### src/rtl/ctrl_multiciclo.sv
// Multicycle processor control unit.
// Moore-style FSM that sequences fetch, decode, memory, ALU, branch, jump,
// set and halt phases, plus a counter of retired instructions.
// The only Mealy outputs are the memory-ready gating in FETCH, the
// zero-flag gating of PCWrite in BRANCH, and the OPcode-driven ALU controls
// in EXEC.
//
// Ports:
//   clock        sole clock, rising edge
//   Reset        synchronous active-low reset
//   OPcode[3:0]  instruction opcode field, valid from DECODE onward
//   zero         ALU zero flag, used in BRANCH
//   mem_ready    memory access completes this cycle
//   MemRead, MemWrite, IorD, IRWrite, PCWrite, EscReg, RegFonte,
//   UlaFonte1, CtrlUla, halted          1-bit datapath controls and status
//   UlaFonte2[1:0], PCFonte[1:0]        ALU operand B and PC source selects
//   estado[3:0]                         current state code
//   instr_count[CNT_W-1:0]              retired-instruction count
module ctrl_multiciclo #(
    parameter int unsigned CNT_W = 16
) (
    input  logic             clock,
    input  logic             Reset,
    input  logic [3:0]       OPcode,
    input  logic             zero,
    input  logic             mem_ready,
    output logic             MemRead,
    output logic             MemWrite,
    output logic             IorD,
    output logic             IRWrite,
    output logic             PCWrite,
    output logic             EscReg,
    output logic             RegFonte,
    output logic             UlaFonte1,
    output logic             CtrlUla,
    output logic             halted,
    output logic [1:0]       UlaFonte2,
    output logic [1:0]       PCFonte,
    output logic [3:0]       estado,
    output logic [CNT_W-1:0] instr_count
);

    typedef enum logic [3:0] {
        StFetch  = 4'd0,
        StDecode = 4'd1,
        StAddr   = 4'd2,
        StMemRd  = 4'd3,
        StMemWr  = 4'd4,
        StWbMem  = 4'd5,
        StExec   = 4'd6,
        StWbAlu  = 4'd7,
        StBranch = 4'd8,
        StJump   = 4'd9,
        StSet    = 4'd10,
        StHalt   = 4'd11
    } state_e;

    localparam logic [CNT_W-1:0] CntOne = CNT_W'(1);

    state_e           state_q, state_d;
    logic [CNT_W-1:0] count_q;
    logic             retire;

    // State register and retired-instruction counter; reset wins over
    // every transition, including HALT and memory waits.
    always_ff @(posedge clock) begin
        if (!Reset) begin
            state_q <= StFetch;
            count_q <= '0;
        end else begin
            state_q <= state_d;
            if (retire) begin
                count_q <= count_q + CntOne;
            end
        end
    end

    always_comb begin
        state_d   = state_q;
        retire    = 1'b0;
        MemRead   = 1'b0;
        MemWrite  = 1'b0;
        IorD      = 1'b0;
        IRWrite   = 1'b0;
        PCWrite   = 1'b0;
        EscReg    = 1'b0;
        RegFonte  = 1'b0;
        UlaFonte1 = 1'b0;
        CtrlUla   = 1'b0;
        halted    = 1'b0;
        UlaFonte2 = 2'b00;
        PCFonte   = 2'b00;

        case (state_q)
            StFetch: begin
                // PC + 1 computed every cycle; committed only with the fetch.
                MemRead   = 1'b1;
                UlaFonte2 = 2'b01;
                IRWrite   = mem_ready;
                PCWrite   = mem_ready;
                if (mem_ready) begin
                    state_d = StDecode;
                end
            end
            StDecode: begin
                // Branch target precomputed into ALUOut.
                UlaFonte2 = 2'b11;
                casez (OPcode)
                    4'b111?:          state_d = StSet;
                    4'b110?:          state_d = StJump;
                    4'b10??, 4'b01??: state_d = StAddr;
                    4'b0000:          state_d = StBranch;
                    4'b0001, 4'b0010: state_d = StExec;
                    default:          state_d = StHalt;
                endcase
            end
            StAddr: begin
                UlaFonte1 = 1'b1;
                UlaFonte2 = 2'b10;
                state_d   = OPcode[3] ? StMemRd : StMemWr;
            end
            StMemRd: begin
                MemRead = 1'b1;
                IorD    = 1'b1;
                if (mem_ready) begin
                    state_d = StWbMem;
                end
            end
            StMemWr: begin
                MemWrite = 1'b1;
                IorD     = 1'b1;
                if (mem_ready) begin
                    state_d = StFetch;
                    retire  = 1'b1;
                end
            end
            StWbMem: begin
                EscReg  = 1'b1;
                state_d = StFetch;
                retire  = 1'b1;
            end
            StExec: begin
                // OPcode[1] selects subi (imm, subtract) over add (reg, add).
                UlaFonte1 = 1'b1;
                CtrlUla   = OPcode[1];
                UlaFonte2 = OPcode[1] ? 2'b10 : 2'b00;
                state_d   = StWbAlu;
            end
            StWbAlu: begin
                EscReg   = 1'b1;
                RegFonte = 1'b1;
                state_d  = StFetch;
                retire   = 1'b1;
            end
            StBranch: begin
                UlaFonte1 = 1'b1;
                CtrlUla   = 1'b1;
                PCFonte   = 2'b01;
                PCWrite   = zero;
                state_d   = StFetch;
                retire    = 1'b1;
            end
            StJump: begin
                PCWrite = 1'b1;
                PCFonte = 2'b10;
                state_d = StFetch;
                retire  = 1'b1;
            end
            StSet: begin
                UlaFonte2 = 2'b01;
                EscReg    = 1'b1;
                RegFonte  = 1'b1;
                state_d   = StFetch;
                retire    = 1'b1;
            end
            StHalt: begin
                halted = 1'b1;
            end
            default: begin
                // Unused codes recover to FETCH without side effects.
                state_d = StFetch;
            end
        endcase
    end

    assign estado      = state_q;
    assign instr_count = count_q;

endmodule
### config.mk
export PLATFORM = sky130hd
export DESIGN_NAME = ctrl_multiciclo
export DESIGN_NICKNAME = d
export VERILOG_FILES = /design/src/rtl/ctrl_multiciclo.sv
export SDC_FILE = /design/constraint.sdc
export NUM_CORES = 1
export LEC_CHECK = 0
export CELL_PAD_IN_SITES_DETAIL_PLACEMENT = 0
export CELL_PAD_IN_SITES_GLOBAL_PLACEMENT = 2
export CORE_MARGIN = 4
export CORE_UTILIZATION = 29
export DETAILED_ROUTE_END_ITERATION = 10
export PLACE_DENSITY_LB_ADDON = 0.1
export RECOVER_POWER = 25
export SETUP_SLACK_MARGIN = 0.1
export SLEW_MARGIN = 10
export SYNTH_ARGS = -nofsm -noshare
export SYNTH_HDL_FRONTEND = slang
export SYNTH_SLANG_ARGS = --single-unit
export TNS_END_PERCENT = 100
### constraint.sdc
create_clock -name clock -period 4.1 [get_ports clock]
set_input_delay 0.615 -clock clock [delete_from_list [all_inputs] [get_ports clock]]
set_output_delay 0.615 -clock clock [all_outputs]
set_load 0.005 [all_outputs]
==> out/qor.csv, run 1 <==
stage;metric;value;unit
status;status;completed;
critical_path;Worst Setup Start Kind;flop;
timing;Setup TNS;0;ns
detailed_routing;total wire length;3680;um
critical_path;Crit Path Class;reg2out;
detailed_routing;antenna-violating nets left;0;
floorplanning;I/O pin cnt;42;
placement;detailed placement HPWL;2700;um
critical_path;flop2flop setup slack;2.02;ns
pwr;P_leak;0.782;nW
logic_synthesis;Post-synth ARST share;0;%
floorplanning;Core ar.;4720;um^2
finish;Nets;220;
clocking;H-tree depth;1;
critical_path;CP Data Arrival Time;2.11;ns
timing;clock skew;0.00406;ns
global_route;vias in the first global route;1311;
floorplanning;die area;6090;um^2
logic_synthesis;yosys warns;0;
critical_path;CP endpoint kind;output pin;
timing;Fin. Hold Viols;0;
clocking;CTS tree;built;
logic_synthesis;sequential area share after synthesis;28.2;%
critical_path;CP required;3.48;ns
clocking;Post-CTS Setup Bufs;0;
critical_path;CP bufs+invs;1;
timing;Rel. slew slack;53.0;%
placement;RePlAce Congestion;0.719;
global_route;initial antenna violation count;0;
finish;Syn-to-layout area delta;35.8;%
global_route;Total GRT Usage;12.6;%
detailed_routing;via count;1327;
timing;Final min period;2.73;ns
clocking;Worst-path clk slew;0.08;ns
detailed_routing;DR WL/cell;13.3;um
detailed_routing;DRC Markers;0;
floorplanning;Initial Utilization;30.1;%
timing;RSZ-0062 raised after global routing;no;
global_route;largest net degree at the start of global routing;22;
logic_synthesis;Syn Inst Count;174;
finish;Fillers;485;
detailed_routing;1st-iter DRT viols;49;
logic_synthesis;mapped cell area;1420;um^2
placement;area post-placement;1860;um^2
logic_synthesis;Syn Nets;184;
floorplanning;site row count;25;
min_path;Worst Hold Class;reg2reg;
logic_synthesis;Syn Area/Cell;8.17;um^2
critical_path;critical-path cell list;nor2b_4, nand2_1, a21boi_0, clkdlybuf4s50_1;
clocking;Hold Buf Count CTS;0;
critical_path;worst-path maximum fanout;19;
finish;fin area;1930;um^2
timing;highest clock rate;367;MHz
timing;fin. max-slew vios;0;
global_route;global-route wire length before repair;6260;um
global_route;GR Overflow Total;0;
critical_path;Largest stage delay, worst path;0.72;ns
floorplanning;die extent in x;78.0;um
pwr;VDD IR max;138;uV
logic_synthesis;Most used DFF post-synth;dfxtp_1;
clocking;post-cts sizing count;0;
timing;period utilization;66.5;%
job;max-cap violations;0;
clocking;worst skew pair latency;0.26;ns
clocking;total CTS buffers;3;
finish;share of layout cells above drive strength 1;8.13;%
pwr;pwr dens;404;nW/um^2
clocking;clk root buf;clkbuf_8;
placement;port buffer count;41;
detailed_routing;drt pass-1 iters;4;
floorplanning;Die Y;78.0;um
critical_path;CP max-delay cell;dfxtp_1;
timing;Hold WS;0.487;ns
clocking;Clock Sinks;20;
detailed_routing;Vias/cell;4.81;
logic_synthesis;Post-synth EDFFs;0;
logic_synthesis;Yosys reg bits;20;
clocking;CTS Buffer Depth;2;
timing;final setup violation count;0;
logic_synthesis;Synth cell types;39;
critical_path;crit-path leading delay family;flip-flops;
timing;measured slew at the worst slew-check pin;0.703;ns
finish;# diodes;0;
==> cell families (layout without fill, tap and decap cells) <==
logic type,count (synthesis),in the layout,synth area share [%]
adder cells (fa/ha/maj),2,2,1.76
flip-flops,20,20,28.2
AO/OA/AOI/OAI,43,43,25.4
multiplexers,1,1,0.704
buffers and inverters,16,51,5.55
XOR/XNOR,15,15,9.24
AND/OR/NAND/NOR,77,77,29.2
==> layout make-up <==
cell class              instances  area, um^2  share of cell area (%)
multi-input cells             138         942                    48.8
repair buffers                 41         410                    21.3
flip-flops and latches         20         400                    20.7
well taps                      67        83.8                    4.34
clock buffers                   3        41.3                    2.14
clock inverters                 1        30.0                    1.56
inverters                       6        22.5                    1.17
==> layer usage <==
metal | global-route usage [%] | up-vias | routed length [um]
met3 | 3.33 | 5 | 182
met2 | 21.8 | 31 | 1820
met5 | 0 | - | 0
met4 | 4.20 | 0 | 43
li1 | - | 672 | -
met1 | 14.9 | 619 | 1630
==> per-stage QoR <==
step	worst slack, ns	util [%]	total power (W)	cells
6_report	1.37	40.9	0.000779	276
5_1_grt	1.19	40.9	0.000835	276
4_1_cts	1.35	40.9	0.000791	276
3_5_place_dp	1.40	39.4	0.000591	272
3_3_place_gp	1.43	39.4	0.000585	272
2_1_floorplan	2.30	-	0.000438	174
==> power by group <==
part | switching (W) | leakage (nW) | internal [W]
logic | 0.000142 | 0.585 | 0.000170
registers | 0.0000602 | 0.162 | 0.000209
clock network | 0.0000680 | 0.0357 | 0.000130
total | 0.000271 | 0.782 | 0.000509
==> sequential cells by signal, indices dropped and copies added (netlist names) <==
register / cells
instr_count: 16
estado: 4
==> worst paths after layout <==
kind / startpoint / to / cells after the start
max: estado[2]$_SDFFE_PN0P_ / RegFonte / 4
max reg2reg: estado[2]$_SDFFE_PN0P_ / instr_count[10]$_SDFFE_PN0P_ / 5
min: instr_count[15]$_SDFFE_PN0P_ / instr_count[15]$_SDFFE_PN0P_ / 2
min reg2reg: instr_count[15]$_SDFFE_PN0P_ / instr_count[15]$_SDFFE_PN0P_ / 2
==> worst min-delay path: cells and delay by family, from the launching register on <==
| family | cells | cell delay (ns) |
|---|---|---|
| simple gates | 1 | 0.06 |
| mux | 1 | 0.06 |
| flops | 1 | 0.32 |
==> cell usage in the layout (no fill, tap or decap), drive strengths merged <==
master	instances
clkdlybuf4s50	28
dfxtp	20
nor2	17
nand2	17
xor2	14
and2	14
dlygate4sd3	13
nand3	10
a21oi	7
a21boi	7
inv	6
nand2b	6
o21ai	6
a2111oi	6
a211oi	5
o21a	4
and3	3
a31oi	3
clkbuf	3
nor3	3
o31ai	2
and4	2
ha	2
nor2b	2
nand3b	1
nor3b	1
a21o	1
a22o	1
a22oi	1
xnor2	1
nand4	1
mux2i	1
bufinv	1
==> cells in the mapped netlist, types with 2 or more instances <==
cell	count	share of area, %
clkbuf_1	6	1.6
buf_4	3	1.6
dfxtp_1	20	28
o21ai_0	5	1.8
and2_1	14	6.2
nor2_1	17	4.5
nand2b_1	6	2.6
a211oi_1	2	1.1
and4_1	2	1.2
and3_1	3	1.3
a2111oi_2	5	5.3
nor3_1	2	0.70
o21a_1	4	2.1
a21oi_1	7	2.5
a31oi_1	3	1.3
ha_1	2	1.8
inv_1	6	1.6
o31ai_1	2	1.1
xor2_1	14	8.6
a21boi_1	3	1.6
nand3_1	10	3.5
a211oi_2	2	1.8
nand2_1	17	4.5
a21boi_0	4	2.1
Note: power is estimated with default switching activity, not from simulation.
==> run 2: changes to the inputs <==
--- a/config.mk
+++ b/config.mk
@@ -8,7 +8,7 @@
 export CELL_PAD_IN_SITES_DETAIL_PLACEMENT = 0
 export CELL_PAD_IN_SITES_GLOBAL_PLACEMENT = 2
 export CORE_MARGIN = 4
-export CORE_UTILIZATION = 29
+export CORE_UTILIZATION = 24
 export DETAILED_ROUTE_END_ITERATION = 10
 export PLACE_DENSITY_LB_ADDON = 0.1
 export RECOVER_POWER = 25
==> constraint.sdc (replaced) <==
create_clock -name clock -period 2.4 [get_ports clock]
set_input_delay 0.36 -clock clock [delete_from_list [all_inputs] [get_ports clock]]
set_output_delay 0.36 -clock clock [all_outputs]
set_load 0.005 [all_outputs]
==> run 2 against run 1 <==
Cell count rose by 4.0%; flip-flop and latch count did not move; non-clock buffer count rose by 7; critical path type is now in2out; largest cell class unchanged.
==> out/qor.csv, run 2 (same netlist as run 1, synthesis figures left out) <==
stage;metric;value;unit;change
status;status;completed;;
detailed_routing;via count;1323;;-0.30%
placement;area post-placement;1920;um^2;+3.2%
global_route;met3 Resource Use GR;3.40;%;+0.072 points
critical_path;CP endpoint kind;output pin;;
floorplanning;die extent in x;85.0;um;+8.9%
clocking;Hold Buf Count CTS;0;;unchanged
clocking;clk root buf;clkbuf_8;;
critical_path;CP Data Arrival Time;1.81;ns;-0.30 ns
clocking;CTS tree;built;;
timing;Fin. Hold Viols;0;;unchanged
finish;max reg flops;16;;unchanged
pwr;VDD IR max;243;uV;+75%
finish;commonest cells after routing, fill and taps aside;clkdlybuf4s50_1 (28), dfxtp_1 (18), nor2_1 (17), nand2_1 (17);;
global_route;met1 Use GR;15.7;%;+0.78 points
floorplanning;die area;7220;um^2;+19%
floorplanning;I/O pin cnt;42;;unchanged
min_path;Worst Hold Class;reg2reg;;
global_route;GR peak layer;met2;;
timing;measured slew at the worst slew-check pin;0.545;ns;-0.158 ns
global_route;initial antenna violation count;0;;unchanged
detailed_routing;DR WL/cell;13.3;um;-0.41%
floorplanning;Core ar.;5610;um^2;+19%
critical_path;Worst Setup Start Kind;input port;;
job;max-cap violations;0;;unchanged
timing;Final min period;2.17;ns;
floorplanning;Initial Utilization;25.3;%;-4.7 points
placement;port buffer count;41;;unchanged
detailed_routing;drt pass-1 iters;4;;unchanged
global_route;GR Overflow Total;0;;unchanged
critical_path;CP required;2.04;ns;-1.44 ns
finish;fin area;1960;um^2;+1.6%
clocking;Worst-path clk slew;0.07;ns;about the same
floorplanning;site row count;27;;+8.0%
timing;clock skew;0.00289;ns;-0.00117 ns
critical_path;Crit Path Class;in2out;;
placement;RePlAce Congestion;0.740;;+3.0%
timing;Setup TNS;0;ns;unchanged
clocking;H-tree depth;1;;unchanged
timing;highest clock rate;460;MHz;
clocking;total CTS buffers;3;;unchanged
detailed_routing;DRC Markers;0;;unchanged
global_route;global-route met2 utilization;16.1;%;-5.7 points
critical_path;worst-path maximum fanout;7;;-12
placement;# placed instances;284;;+4.4%
pwr;pwr dens;642;nW/um^2;+59%
timing;final setup violation count;0;;unchanged
timing;Rel. slew slack;63.5;%;+10 points
finish;Nets;227;;+3.2%
finish;commonest non-fill, non-tap cell in the layout;clkdlybuf4s50_1;;
global_route;vias in the first global route;1299;;-0.92%
clocking;worst skew pair latency;0.25;ns;about the same
placement;detailed placement HPWL;2940;um;+8.8%
timing;RSZ-0062 raised after global routing;no;;
clocking;CTS Buffer Depth;2;;unchanged
finish;Cell Count, Final, Fillers Out;287;;+4.0%
clocking;Clock Sinks;20;;unchanged
detailed_routing;Vias/cell;4.61;;-4.1%
global_route;global-route wire length before repair;6470;um;+3.3%
pwr;P_leak;0.805;nW;+2.9%
detailed_routing;total wire length;3810;um;+3.6%
timing;period utilization;90.5;%;
global_route;Total GRT Usage;10.8;%;-1.8 points
finish;# diodes;0;;unchanged
finish;Syn-to-layout area delta;38.0;%;
detailed_routing;1st-iter DRT viols;66;;+35%
finish;share of layout cells above drive strength 1;11.6;%;+3.5 points
detailed_routing;antenna-violating nets left;0;;unchanged
floorplanning;Die Y;85.0;um;+8.9%
global_route;largest net degree at the start of global routing;18;;-18%
timing;fin. max-slew vios;0;;unchanged
[run 2: changes by cell type in the layout (fill, tap and decap cells not counted), sizes merged]
cell,change
buf,+7
bufinv,-1
[run 2: metrics by stage]
step	total power [W]	worst slack (ns)	util [%]	hold slack (ns)
3_3_place_gp	0.00106	0.237	34.2	0.453
4_1_cts	0.00129	0.200	35.0	0.490
5_1_grt	0.00135	0.131	35.0	0.527
2_1_floorplan	0.000748	0.854	-	0.462
6_report	0.00126	0.228	35.0	0.478
3_5_place_dp	0.00106	0.198	34.2	0.475
[run 2: area by class of cell]
cell class	instances	area, um^2
Multi-Input combinational cell	138	942
Tap cell	72	90.1
Clock buffer	3	41.3
Fill cell	611	3650
Timing Repair Buffer	48	463
Inverter	6	22.5
Sequential cell	20	403
[run 2: power by group]
part | switching (W) | internal (W) | leakage, nW
logic | 0.000287 | 0.000328 | 0.621
registers | 0.0000654 | 0.000360 | 0.162
clock network | 0.000107 | 0.000112 | 0.0216
[run 2: worst max-delay path, cell delays in order]
cell and delay [ns]:
clkdlybuf4s50_1 0.63, nand2b_1 0.15, a31oi_1 0.08, nor2_1 0.10, clkdlybuf4s50_1 0.50
[run 2: final timing paths]
path                                start  slack, ns  depth (start not counted)                           end
max                             OPcode[1]       0.23                          5                  UlaFonte2[1]
min          instr_count[15]$_SDFFE_PN0P_       0.48                          2  instr_count[15]$_SDFFE_PN0P_
max reg2reg        estado[3]$_SDFFE_PN0P_       0.69                          5  instr_count[10]$_SDFFE_PN0P_
min reg2reg  instr_count[15]$_SDFFE_PN0P_       0.48                          2  instr_count[15]$_SDFFE_PN0P_
[run 2: timing repair]
action	CTS	global route
endpoints found under the setup margin	1	3
setup buffers	0	0
pin swaps	0	0
resized for setup	1	1
[run 2: per-layer routing]
layer | share of wire, % | vias to the layer above
met3 | 4.4 | 2
met2 | 42 | 25
met1 | 53 | 601
li1 | - | 695
met4 | 0.21 | 0
met5 | 0 | -
